<file path="src/rtl/product_accumulator.sv">
// Accumulates N_TERMS unsigned 32-bit products over a valid/ready stream and
// returns the 32-bit saturated total with an overflow flag on a second handshake.
module product_accumulator #(
   parameter int unsigned N_TERMS = 8,
   parameter int unsigned ACC_W   = 40
) (
   input  logic        clk,
   input  logic        rst,
   input  logic        start,
   input  logic [31:0] p_in,
   input  logic        p_valid,
   output logic        p_ready,
   output logic [31:0] sum,
   output logic        ovf,
   output logic        out_valid,
   input  logic        out_ready,
   output logic        busy
);

   localparam int unsigned CNT_W = (N_TERMS > 1) ? $clog2(N_TERMS) : 1;
   localparam logic [CNT_W-1:0] LAST_CNT = CNT_W'(N_TERMS - 1);
   localparam logic [ACC_W-1:0] MAX32 = ACC_W'(64'h0000_0000_FFFF_FFFF);

   typedef enum logic [1:0] {
      IDLE  = 2'd0,
      ACCUM = 2'd1,
      DONE  = 2'd2
   } state_t;

   state_t           state_q, state_d;
   logic [ACC_W-1:0] acc_q, acc_d;
   logic [CNT_W-1:0] cnt_q, cnt_d;
   logic [31:0]      sum_q, sum_d;
   logic             ovf_q, ovf_d;
   logic             p_ready_q, out_valid_q, busy_q;
   logic [ACC_W-1:0] total;
   logic             take;

   assign total = acc_q + ACC_W'(p_in);
   // p_ready_q is high exactly while in ACCUM, so it doubles as the handshake qualifier
   assign take  = p_valid & p_ready_q;

   always_comb begin
      state_d = state_q;
      acc_d   = acc_q;
      cnt_d   = cnt_q;
      sum_d   = sum_q;
      ovf_d   = ovf_q;
      unique case (state_q)
         IDLE: begin
            if (start) begin
               state_d = ACCUM;
               acc_d   = '0;
               cnt_d   = '0;
            end
         end
         ACCUM: begin
            if (take) begin
               acc_d = total;
               cnt_d = cnt_q + CNT_W'(1);
               if (cnt_q == LAST_CNT) begin
                  state_d = DONE;
                  ovf_d   = (total > MAX32);
                  sum_d   = (total > MAX32) ? '1 : total[31:0];
               end
            end
         end
         DONE: begin
            if (out_ready) begin
               state_d = IDLE;
            end
         end
         default: state_d = IDLE;
      endcase
   end

   // Handshake flags are registered from the next state so every output is a flop.
   always_ff @(posedge clk) begin
      if (rst) begin
         state_q     <= IDLE;
         acc_q       <= '0;
         cnt_q       <= '0;
         sum_q       <= '0;
         ovf_q       <= 1'b0;
         p_ready_q   <= 1'b0;
         out_valid_q <= 1'b0;
         busy_q      <= 1'b0;
      end else begin
         state_q     <= state_d;
         acc_q       <= acc_d;
         cnt_q       <= cnt_d;
         sum_q       <= sum_d;
         ovf_q       <= ovf_d;
         p_ready_q   <= (state_d == ACCUM);
         out_valid_q <= (state_d == DONE);
         busy_q      <= (state_d != IDLE);
      end
   end

   assign p_ready   = p_ready_q;
   assign out_valid = out_valid_q;
   assign busy      = busy_q;
   assign sum       = sum_q;
   assign ovf       = ovf_q;

endmodule

</file>
<file path="config.mk">
export PLATFORM = sky130hd
export DESIGN_NAME = product_accumulator
export DESIGN_NICKNAME = d
export VERILOG_FILES = /design/src/rtl/product_accumulator.sv
export SDC_FILE = /design/constraint.sdc
export NUM_CORES = 1
export LEC_CHECK = 0
export ABC_AREA = 1
export CORE_MARGIN = 2
export CORE_UTILIZATION = 35
export CTS_CLUSTER_SIZE = 24
export DETAILED_ROUTE_END_ITERATION = 12
export PLACE_DENSITY = 0.54
export SKIP_CTS_REPAIR_TIMING = 1
export SLEW_MARGIN = 20
export SYNTH_ARGS = -nofsm -noshare
export SYNTH_HDL_FRONTEND = slang
export SYNTH_SLANG_ARGS = --single-unit
</file>
<file path="constraint.sdc">
create_clock -name clk -period 2.69 [get_ports clk]
set_input_delay 0.4035 -clock clk [delete_from_list [all_inputs] [get_ports clk]]
set_output_delay 0.4035 -clock clk [all_outputs]
set_load 0.005 [all_outputs]
</file>
==> results of run 1 <==
==> registers in the layout (all words and copies together), names as in the netlist <==
| name | flops |
|---|---|
| ovf | 1 |
| sum | 32 |
| p_ready | 1 |
| cnt_q | 3 |
| acc_q | 40 |
| busy | 1 |
| out_valid | 1 |
| state_q | 2 |
==> layout by cell type (no fill, tap or decap), drive strengths merged, types with 18 or more instances in the layout <==
master           n
nand2          295
inv            130
buf            114
nor2            87
dfxtp           81
a21oi           81
clkdlybuf4s50   55
o21ai           41
ha              34
nand3           33
xor2            25
o21bai          25
or2             18
==> stage by stage <==
| stage | cells | setup slack (ns) |
|---|---|---|
| floorplan | 911 | 0.2247 |
| global placement | 1280 | -0.3711 |
| detailed placement | 1280 | -0.3810 |
| CTS | 1296 | -0.01867 |
| global route | 1304 | -0.04021 |
| finish | 1305 | 0.1081 |
==> power groups by stage <==
| stage | combinational, mW | sequential (mW) | clock (mW) |
|---|---|---|---|
| floorplan | 0.219 | 1.24 | 0 |
| global placement | 0.466 | 1.24 | 0 |
| detailed placement | 0.461 | 1.24 | 0 |
| CTS | 0.465 | 1.22 | 1.36 |
| global route | 0.598 | 1.22 | 1.40 |
| finish | 0.551 | 1.22 | 1.33 |
==> final cells by class <==
cell class,instances,share of cell area (%)
multi-input cells,677,49.47
repair buffers,186,19.28
flip-flops and latches,81,18.86
inverters,128,5.587
well taps,216,3.143
clock buffers,11,2.939
clock inverters,5,0.6984
diodes,1,0.02910
==> critical path: cells and delay by family <==
kind / cells / cell delay [ns]
simple gates: 8 / 1.17
buf+inv: 4 / 0.80
fa+ha+maj: 1 / 0.31
compound gates: 1 / 0.13
==> worst min-delay path by stage <==
stage / start / to / slack [ns] / cells past startpoint
2_1_floorplan: cnt_q[0] / cnt_q[0] / 0.43 / 1
3_3_place_gp: cnt_q[1] / cnt_q[1] / 0.45 / 2
3_5_place_dp: cnt_q[0] / cnt_q[0] / 0.46 / 1
4_1_cts: cnt_q[0] / cnt_q[0] / 0.46 / 1
5_1_grt: cnt_q[0] / cnt_q[0] / 0.48 / 1
6_report: cnt_q[0] / cnt_q[0] / 0.46 / 1
==> cells by family (layout without fill, tap and decap cells) <==
family,Yosys count,in the layout,synth area share (%)
simple gates,456,456,33.61
compound gates,156,156,15.85
buf+inv,153,330,10.22
flops,81,81,28.06
fa+ha+maj,35,35,7.709
xor+xnor,30,30,4.547
other cells,0,1,0
==> layer usage <==
layer / GRT usage [%] / up-vias / routed length [um]
met5: 0 / - / 0
met4: 8.124 / 0 / 346
met3: 3.678 / 21 / 927
met2: 31.84 / 116 / 8160
met1: 30.78 / 2805 / 9678
li1: - / 3213 / -
==> metrics.cfg, run 1 <==
[logic_synthesis]
ys_warn_count = 0
synth_seq_cells = 81
yosys.area.top_type_share_pct = 28.06
syn_area_per_cell_um2 = 6.343
async_flop_share_pct = 0
synth_nets = 983
seq_area_frac_synth_pct = 28.06
synthMostInstantiatedCell = nand2_1
synth_commonest_cells = 285 x nand2_1, 123 x inv_1, 81 x dfxtp_1
yosysUniqueCellTypes = 36
synth_cells = 911
ys.flop_type = dfxtp_1
netlist_top_cells_area = dfxtp_1 28%, nand2_1 19%, inv_1 8.0%, ha_1 7.4%, a21oi_1 6.9%
netlist_area_um2 = 5778
synth-edff-count = 0
yosys.area.top_type = dfxtp_1

[timing]
fin_setup_tns_ns = 0
worst_pin_slew_ns = 0.8945
relSlewSlack_pct = 40.30
fin_crit_ns = 2.582
slew_viol_final = 0
finalHoldViolCount = 0
max_freq_ghz = 0.3873
setup_viol = 0
fin_crit_sh_pct = 95.98
fin_skew_ns = 0.008046
whs_ns = 0.4623

[worst_setup_path]
worstReg2RegStart = acc_q[0]
startpoint_type = input pin
critPathLaunch = p_in[26]
endpoint_kind = register
cp.arrival_ns = 2.84
endpoint = sum[13]
ff2ff_path_depth = 13
slowest_stage = clkdlybuf4s50_1
crit_fanout = 7
worst_r2r_endpoint = acc_q[26]
worstSetupPathType = in -> reg
worstPathCellList = clkdlybuf4s50_1, ha_4, nand2_1, nor2_2, inv_1, nor4_1, nand2_2, nand3_1, nand3_2, nor2_4, nand2_4, clkbuf_16, o21bai_1, inv_1
cp_common_cell = inv_1
critPathRequiredTime_ns = 2.94
regToRegSetupSlack_ns = 0.20
critPathMaxStageDelay_ns = 0.45

[pwr]
ir_drop_mv = 0.2961
power_mw = 3.097
p_leak_nw = 4.035
p_sw_share_pct = 27.69
p_int_mw = 2.240
combPwrFrac_pct = 17.8
pwr-share-seq_pct = 39.4
power_density_nw_per_um2 = 360.2
power_frac_clock_pct = 42.8
netSwitchingPower_mw = 0.8576

[final_layout]
multi_input_area_um2 = 4254
num-fill-cells = 1671
final_area_um2 = 8600
syn2layout_area_growth_pct = 48.83
drive_gt1_share_pct = 27.48
utilization_pct = 53.75
ff_latch_area_um2 = 1622
fin_nets = 1155

[floorplanning]
core_um2 = 16000
die_area_um2 = 17550
rows = 46
pin_count = 73
die_h_um = 132.5
initial_utilization_pct = 36.11
chipWidth_um = 132.5

[grt]
grt-ovfl-total = 0
grt_max_degree = 48
grt_usage_pct = 21.39
antenna_found_initial = 1
grt_pass1_wl_mm = 29.77
grt_pass1_vias = 5795

[clock_network]
numCtsBuffers = 9
cts_root_buf = clkbuf_16
clk_pin_slew_ns = 0.07
cts-htree-levels = 3
cts_max_path_buffers = 2
cts_tree = yes
clock_latency_ns = 0.36
cts.sinks = 81

[min_path]
hp-class = reg -> reg

[route]
route.antenna.remaining_nets = 0
drc_errors = 0
via_count = 6155
dr.first_iter.drc_count = 366
wirelength_mm = 19.11
vias_per_cell = 4.716
avgRoutedWirePerCell_um = 14.65
first_pass_iters = 5

[placement]
placed_area_um2 = 7481
dp_hpwl_mm = 14.11
place.gp.congestion = 0.9176
io_buffers = 72

[run_status]
run_status = finished clean

[job]
max_cap_viol_count = 0

Power figures use the tool's default switching activity.
==> inputs of run 2 (changes only) <==
MAX_ROUTING_LAYER = met4   (was default)
==> run 2 against run 1 <==
Setup slack better by 0.0043 ns; wire length up 0.11%; design area up 0.15%; global-route usage up 0.67 points; sequential cell count unchanged; cell count unchanged; first-iteration DRC count up 1.6%.
==> metrics.cfg, run 2 (synthesis gave the netlist of run 1 again) <==
[run_status]
run_status = finished clean

[route]
drc_errors = 0  ; unchanged
wirelength_mm = 19.13  ; +0.11%
via_count = 6188  ; +0.54%
met1_length_mm = 9.751  ; +0.75%
met2_length_mm = 8.201  ; +0.50%
topRoutingLayerUsed = met4
dr.first_iter.drc_count = 372  ; +1.6%
wl_met3_um = 848  ; -8.5%
route.antenna.remaining_nets = 0  ; unchanged
first_pass_iters = 5  ; unchanged
avgRoutedWirePerCell_um = 14.66  ; +0.11%
vias_per_cell = 4.742  ; +0.54%

[final_layout]
num-fill-cells = 1667  ; -0.24%
utilization_pct = 53.82  ; +0.078 points
final_common_cell = nand2_1
fin_nets = 1155  ; unchanged
fin_cells = 1305  ; unchanged
regMostFlops = acc_q
final_cell_mix = 252 x nand2_1, 122 x inv_1, 110 x buf_4, 81 x dfxtp_1, 71 x a21oi_1
largest_reg_flops = 40  ; unchanged
syn2layout_area_growth_pct = 49.05
final_area_um2 = 8612  ; +0.15%
drive_gt1_share_pct = 27.57  ; +0.092 points

[timing]
slew_viol_final = 0  ; unchanged
fin_crit_sh_pct = 95.82  ; -0.16 points
finalHoldViolCount = 0  ; unchanged
max_freq_ghz = 0.3880  ; +0.17%
relSlewSlack_pct = 40.09  ; -0.21 points
setup_viol = 0  ; unchanged
worst_pin_slew_ns = 0.8977  ; +0.003155 ns
fin_crit_ns = 2.578  ; -0.004339 ns
fin_skew_ns = 0.007094  ; -0.0009515 ns
whs_ns = 0.4624  ; +0.00009200 ns

[placement]
dp_cells = 1280  ; unchanged
place.gp.congestion = 0.9336  ; +1.7%
placed_area_um2 = 7481  ; unchanged
io_buffers = 72  ; unchanged
dp_hpwl_mm = 14.11  ; unchanged

[clock_network]
cts-htree-levels = 3  ; unchanged
clk_pin_slew_ns = 0.07  ; about the same
numCtsBuffers = 9  ; unchanged
clock_latency_ns = 0.36  ; about the same
cts_root_buf = clkbuf_16
cts.sinks = 81  ; unchanged
cts_max_path_buffers = 2  ; unchanged
cts_tree = yes

[pwr]
power_mw = 3.106  ; +0.29%
ir_drop_mv = 0.3029  ; +2.3%
p_leak_nw = 4.038  ; about the same
power_density_nw_per_um2 = 360.7  ; +0.15%

[grt]
grt_pass1_vias = 5784  ; -0.19%
grt_max_degree = 48  ; unchanged
grt-ovfl-total = 0  ; unchanged
grt_usage_pct = 22.06  ; +0.67 points
grt_pass1_wl_mm = 29.78  ; about the same
antenna_found_initial = 1  ; unchanged

[floorplanning]
core_um2 = 16000  ; unchanged
die_h_um = 132.5  ; unchanged
pin_count = 73  ; unchanged
chipWidth_um = 132.5  ; unchanged
initial_utilization_pct = 36.11  ; unchanged
die_area_um2 = 17550  ; unchanged
rows = 46  ; unchanged

[worst_setup_path]
critPathMaxStageDelay_ns = 0.45  ; about the same
cp.arrival_ns = 2.84  ; about the same
crit_fanout = 7  ; unchanged
endpoint_kind = register
startpoint_type = input pin
critPathRequiredTime_ns = 2.95  ; about the same
slowest_stage = clkdlybuf4s50_1
worstSetupPathType = in -> reg
worstPathCellList = clkdlybuf4s50_1, ha_4, nand2_1, nor2_2, inv_1, nor4_1, nand2_2, nand3_1, nand3_2, nor2_4, nand2_4, clkbuf_16, o21bai_1, inv_1
cp_common_cell = inv_1

[job]
max_cap_viol_count = 0  ; unchanged

[min_path]
hp-class = reg -> reg

[run 2: changes by cell type in the layout (fill, tap and decap cells not counted)]
cell	delta
nand2_4	+1
nand2_1	-1
nor2_4	+1
o21ai_0	+1
o21ai_1	-1
nor2_2	-1
[run 2: layer usage]
metal  up-vias  GRT usage (%)
met5         -              -
met2       137          31.89
met4         0          7.407
met3        23          3.793
met1      2817          31.01
li1       3211              -
[run 2: cell type report]
cell class / count / area, um^2 / share of cell area (%)
diodes: 1 / 2.502 / 0.02906
clock buffers: 11 / 252.7 / 2.935
clock inverters: 5 / 60.06 / 0.6974
inverters: 128 / 480.5 / 5.579
multi-input cells: 677 / 4267 / 49.54
flip-flops and latches: 81 / 1622 / 18.83
well taps: 216 / 270.3 / 3.138
repair buffers: 186 / 1658 / 19.25
[run 2: critical path: cells and delay by family]
kind            cells  cell delay, ns
compound gates      1            0.13
fa+ha+maj           1            0.31
buf+inv             4            0.80
simple gates        8            1.18
[run 2: final timing paths]
check	startpoint	end	slack (ns)	cells after the start
worst max-delay path	p_in[26]	sum[13]	0.11	14
worst min-delay path	cnt_q[0]	cnt_q[0]	0.46	1
worst max register to register	acc_q[0]	acc_q[26]	0.19	13
worst min register to register	cnt_q[0]	cnt_q[0]	0.46	1
[run 2: through the flow]
stage          setup slack [ns]   TNS, ns
2_1_floorplan            0.2247         0
5_1_grt                -0.06700   -0.6248
4_1_cts                -0.01867  -0.06159
3_3_place_gp            -0.3711    -11.92
3_5_place_dp            -0.3810    -11.46
6_report                 0.1125         0
[run 2: where the power goes]
group	internal, mW	switching (mW)
clock network	0.775	0.558
logic	0.255	0.298
registers	1.21	0.00976
==> inputs of run 3 (changes only) <==
SETUP_SLACK_MARGIN = 0.02   (was default)
==> run 3 against run 2 <==
Combinational power rose by 1%; setup slack improved by 0.025 ns; sequential power barely moved; largest power group unchanged; critical path depth rose by 2; largest cell class unchanged.
==> metrics.cfg, run 3 (synthesis gave the netlist of run 1 again) <==
[route]
route.antenna.remaining_nets = 0  ; unchanged
wirelength_mm = 19.24  ; +0.55%
first_pass_iters = 5  ; unchanged
dr.first_iter.drc_count = 356  ; -4.3%
avgRoutedWirePerCell_um = 14.72  ; +0.40%
vias_per_cell = 4.733  ; -0.19%
via_count = 6186  ; -0.032%
drc_errors = 0  ; unchanged

[final_layout]
final_area_um2 = 8678  ; +0.77%
fin_nets = 1157  ; +0.17%
final_common_cell = nand2_1
regMostFlops = acc_q
syn2layout_area_growth_pct = 50.19
largest_reg_flops = 40  ; unchanged
drive_gt1_share_pct = 28.44  ; +0.87 points
final_cell_mix = 248 x nand2_1, 122 x inv_1, 112 x buf_4, 81 x dfxtp_1, 69 x a21oi_1

[timing]
setup_viol = 0  ; unchanged
max_freq_ghz = 0.3917  ; +0.97%
fin_skew_ns = 0.005948  ; -0.001146 ns
finalHoldViolCount = 0  ; unchanged
whs_ns = 0.4624  ; +0.000009000 ns
fin_setup_tns_ns = 0  ; unchanged
worst_pin_slew_ns = 0.9239  ; +0.02621 ns
relSlewSlack_pct = 38.34  ; -1.7 points
fin_crit_sh_pct = 94.90  ; -0.92 points
slew_viol_final = 0  ; unchanged
fin_crit_ns = 2.553  ; -0.02468 ns

[floorplanning]
chipWidth_um = 132.5  ; unchanged
die_h_um = 132.5  ; unchanged
initial_utilization_pct = 36.11  ; unchanged
pin_count = 73  ; unchanged
rows = 46  ; unchanged
die_area_um2 = 17550  ; unchanged
core_um2 = 16000  ; unchanged

[clock_network]
cts_root_buf = clkbuf_16
cts-htree-levels = 3  ; unchanged
numCtsBuffers = 9  ; unchanged
cts_max_path_buffers = 2  ; unchanged
cts_tree = yes
clk_pin_slew_ns = 0.07  ; about the same
clock_latency_ns = 0.36  ; about the same
cts.sinks = 81  ; unchanged

[job]
max_cap_viol_count = 0  ; unchanged

[pwr]
p_leak_nw = 4.102  ; +1.6%
power_mw = 3.115  ; +0.30%
power_density_nw_per_um2 = 359.0  ; -0.47%
ir_drop_mv = 0.3036  ; +0.22%

[worst_setup_path]
worstReg2RegStart = acc_q[0]
ff2ff_path_depth = 13  ; unchanged
crit_fanout = 7  ; unchanged
worst_r2r_endpoint = acc_q[26]
critPathRequiredTime_ns = 2.95  ; about the same
regToRegSetupSlack_ns = 0.18  ; about the same
startpoint_type = input pin
endpoint_kind = register
cp.arrival_ns = 2.81  ; -0.03 ns
worstSetupPathType = in -> reg

[grt]
grt_max_degree = 48  ; unchanged
antenna_found_initial = 1  ; unchanged
grt_usage_pct = 22.06  ; unchanged
grt_pass1_wl_mm = 29.78  ; unchanged
grt-ovfl-total = 0  ; unchanged
grt_pass1_vias = 5784  ; unchanged

[placement]
io_buffers = 72  ; unchanged
place.gp.congestion = 0.9336  ; unchanged
placed_area_um2 = 7481  ; unchanged
dp_hpwl_mm = 14.11  ; unchanged

[min_path]
hold-path-cell-count = 1  ; unchanged
hp-class = reg -> reg
min_from = cnt_q[0]
min_to = cnt_q[0]

[run_status]
run_status = finished clean

## run 3: cell types whose count changed in the layout (fill, tap and decap cells not counted), sizes merged
| cell | before | now |
|---|---|---|
| buf | 114 | 116 |
| clkdlybuf4s50 | 55 | 50 |
| dlymetal6s2s | 16 | 21 |
## run 3: stage by stage
| step | std cells | util [%] | setup WS (ns) |
|---|---|---|---|
| floorplan | 911 | - | 0.2247 |
| global placement | 1280 | 46.75 | -0.3711 |
| detailed placement | 1280 | 46.75 | -0.3810 |
| CTS | 1296 | 48.71 | -0.01867 |
| global route | 1306 | 54.22 | -0.008937 |
| finish | 1307 | 54.24 | 0.1372 |
## run 3: worst max-delay path by stage
stage / startpoint / slack, ns / cells after the start / to
detailed placement: p_in[1] / -0.38 / 18 / sum[5]
finish: p_in[30] / 0.14 / 16 / sum[13]
global placement: p_in[8] / -0.37 / 19 / sum[0]
floorplan: p_in[0] / 0.22 / 17 / sum[10]
global route: p_in[30] / -0.009 / 16 / sum[10]
CTS: p_in[1] / -0.02 / 18 / sum[5]
## run 3: report_power, final
part	total, mW	switching (mW)	internal (mW)	leakage [nW]
combinational	0.559	0.302	0.257	3.30
clock	1.34	0.561	0.775	0.153
sequential	1.22	0.00985	1.21	0.654
## run 3: routing by layer
layer	vias up	share of wire [%]	track usage, %
li1	3214	-	-
met1	2828	51	31.01
met2	123	43	31.89
met3	21	4.4	3.793
met4	0	1.7	7.407
met5	-	0	-
## run 3: area by class of cell
class / instances / area (um^2)
fill: 1660 / 7322
multi-input combinational: 677 / 4305
timing repair buffer: 188 / 1685
sequential: 81 / 1622
inverter: 128 / 480.5
tap: 216 / 270.3
clock buffer: 11 / 252.7
clock inverter: 5 / 60.06
antenna: 1 / 2.502
## run 3: critical path: stages
cell and delay, ns:
clkdlybuf4s50_1 0.45, ha_4 0.30, nand2_1 0.10, nor2_2 0.17, inv_2 0.07, nor4_2 0.27
nand2_1 0.13, nand2_1 0.08, nand2_1 0.06, nand2_1 0.06, nand2_1 0.08, nor2_4 0.15
nand2_4 0.11, clkbuf_16 0.19, o21bai_1 0.13, inv_1 0.05
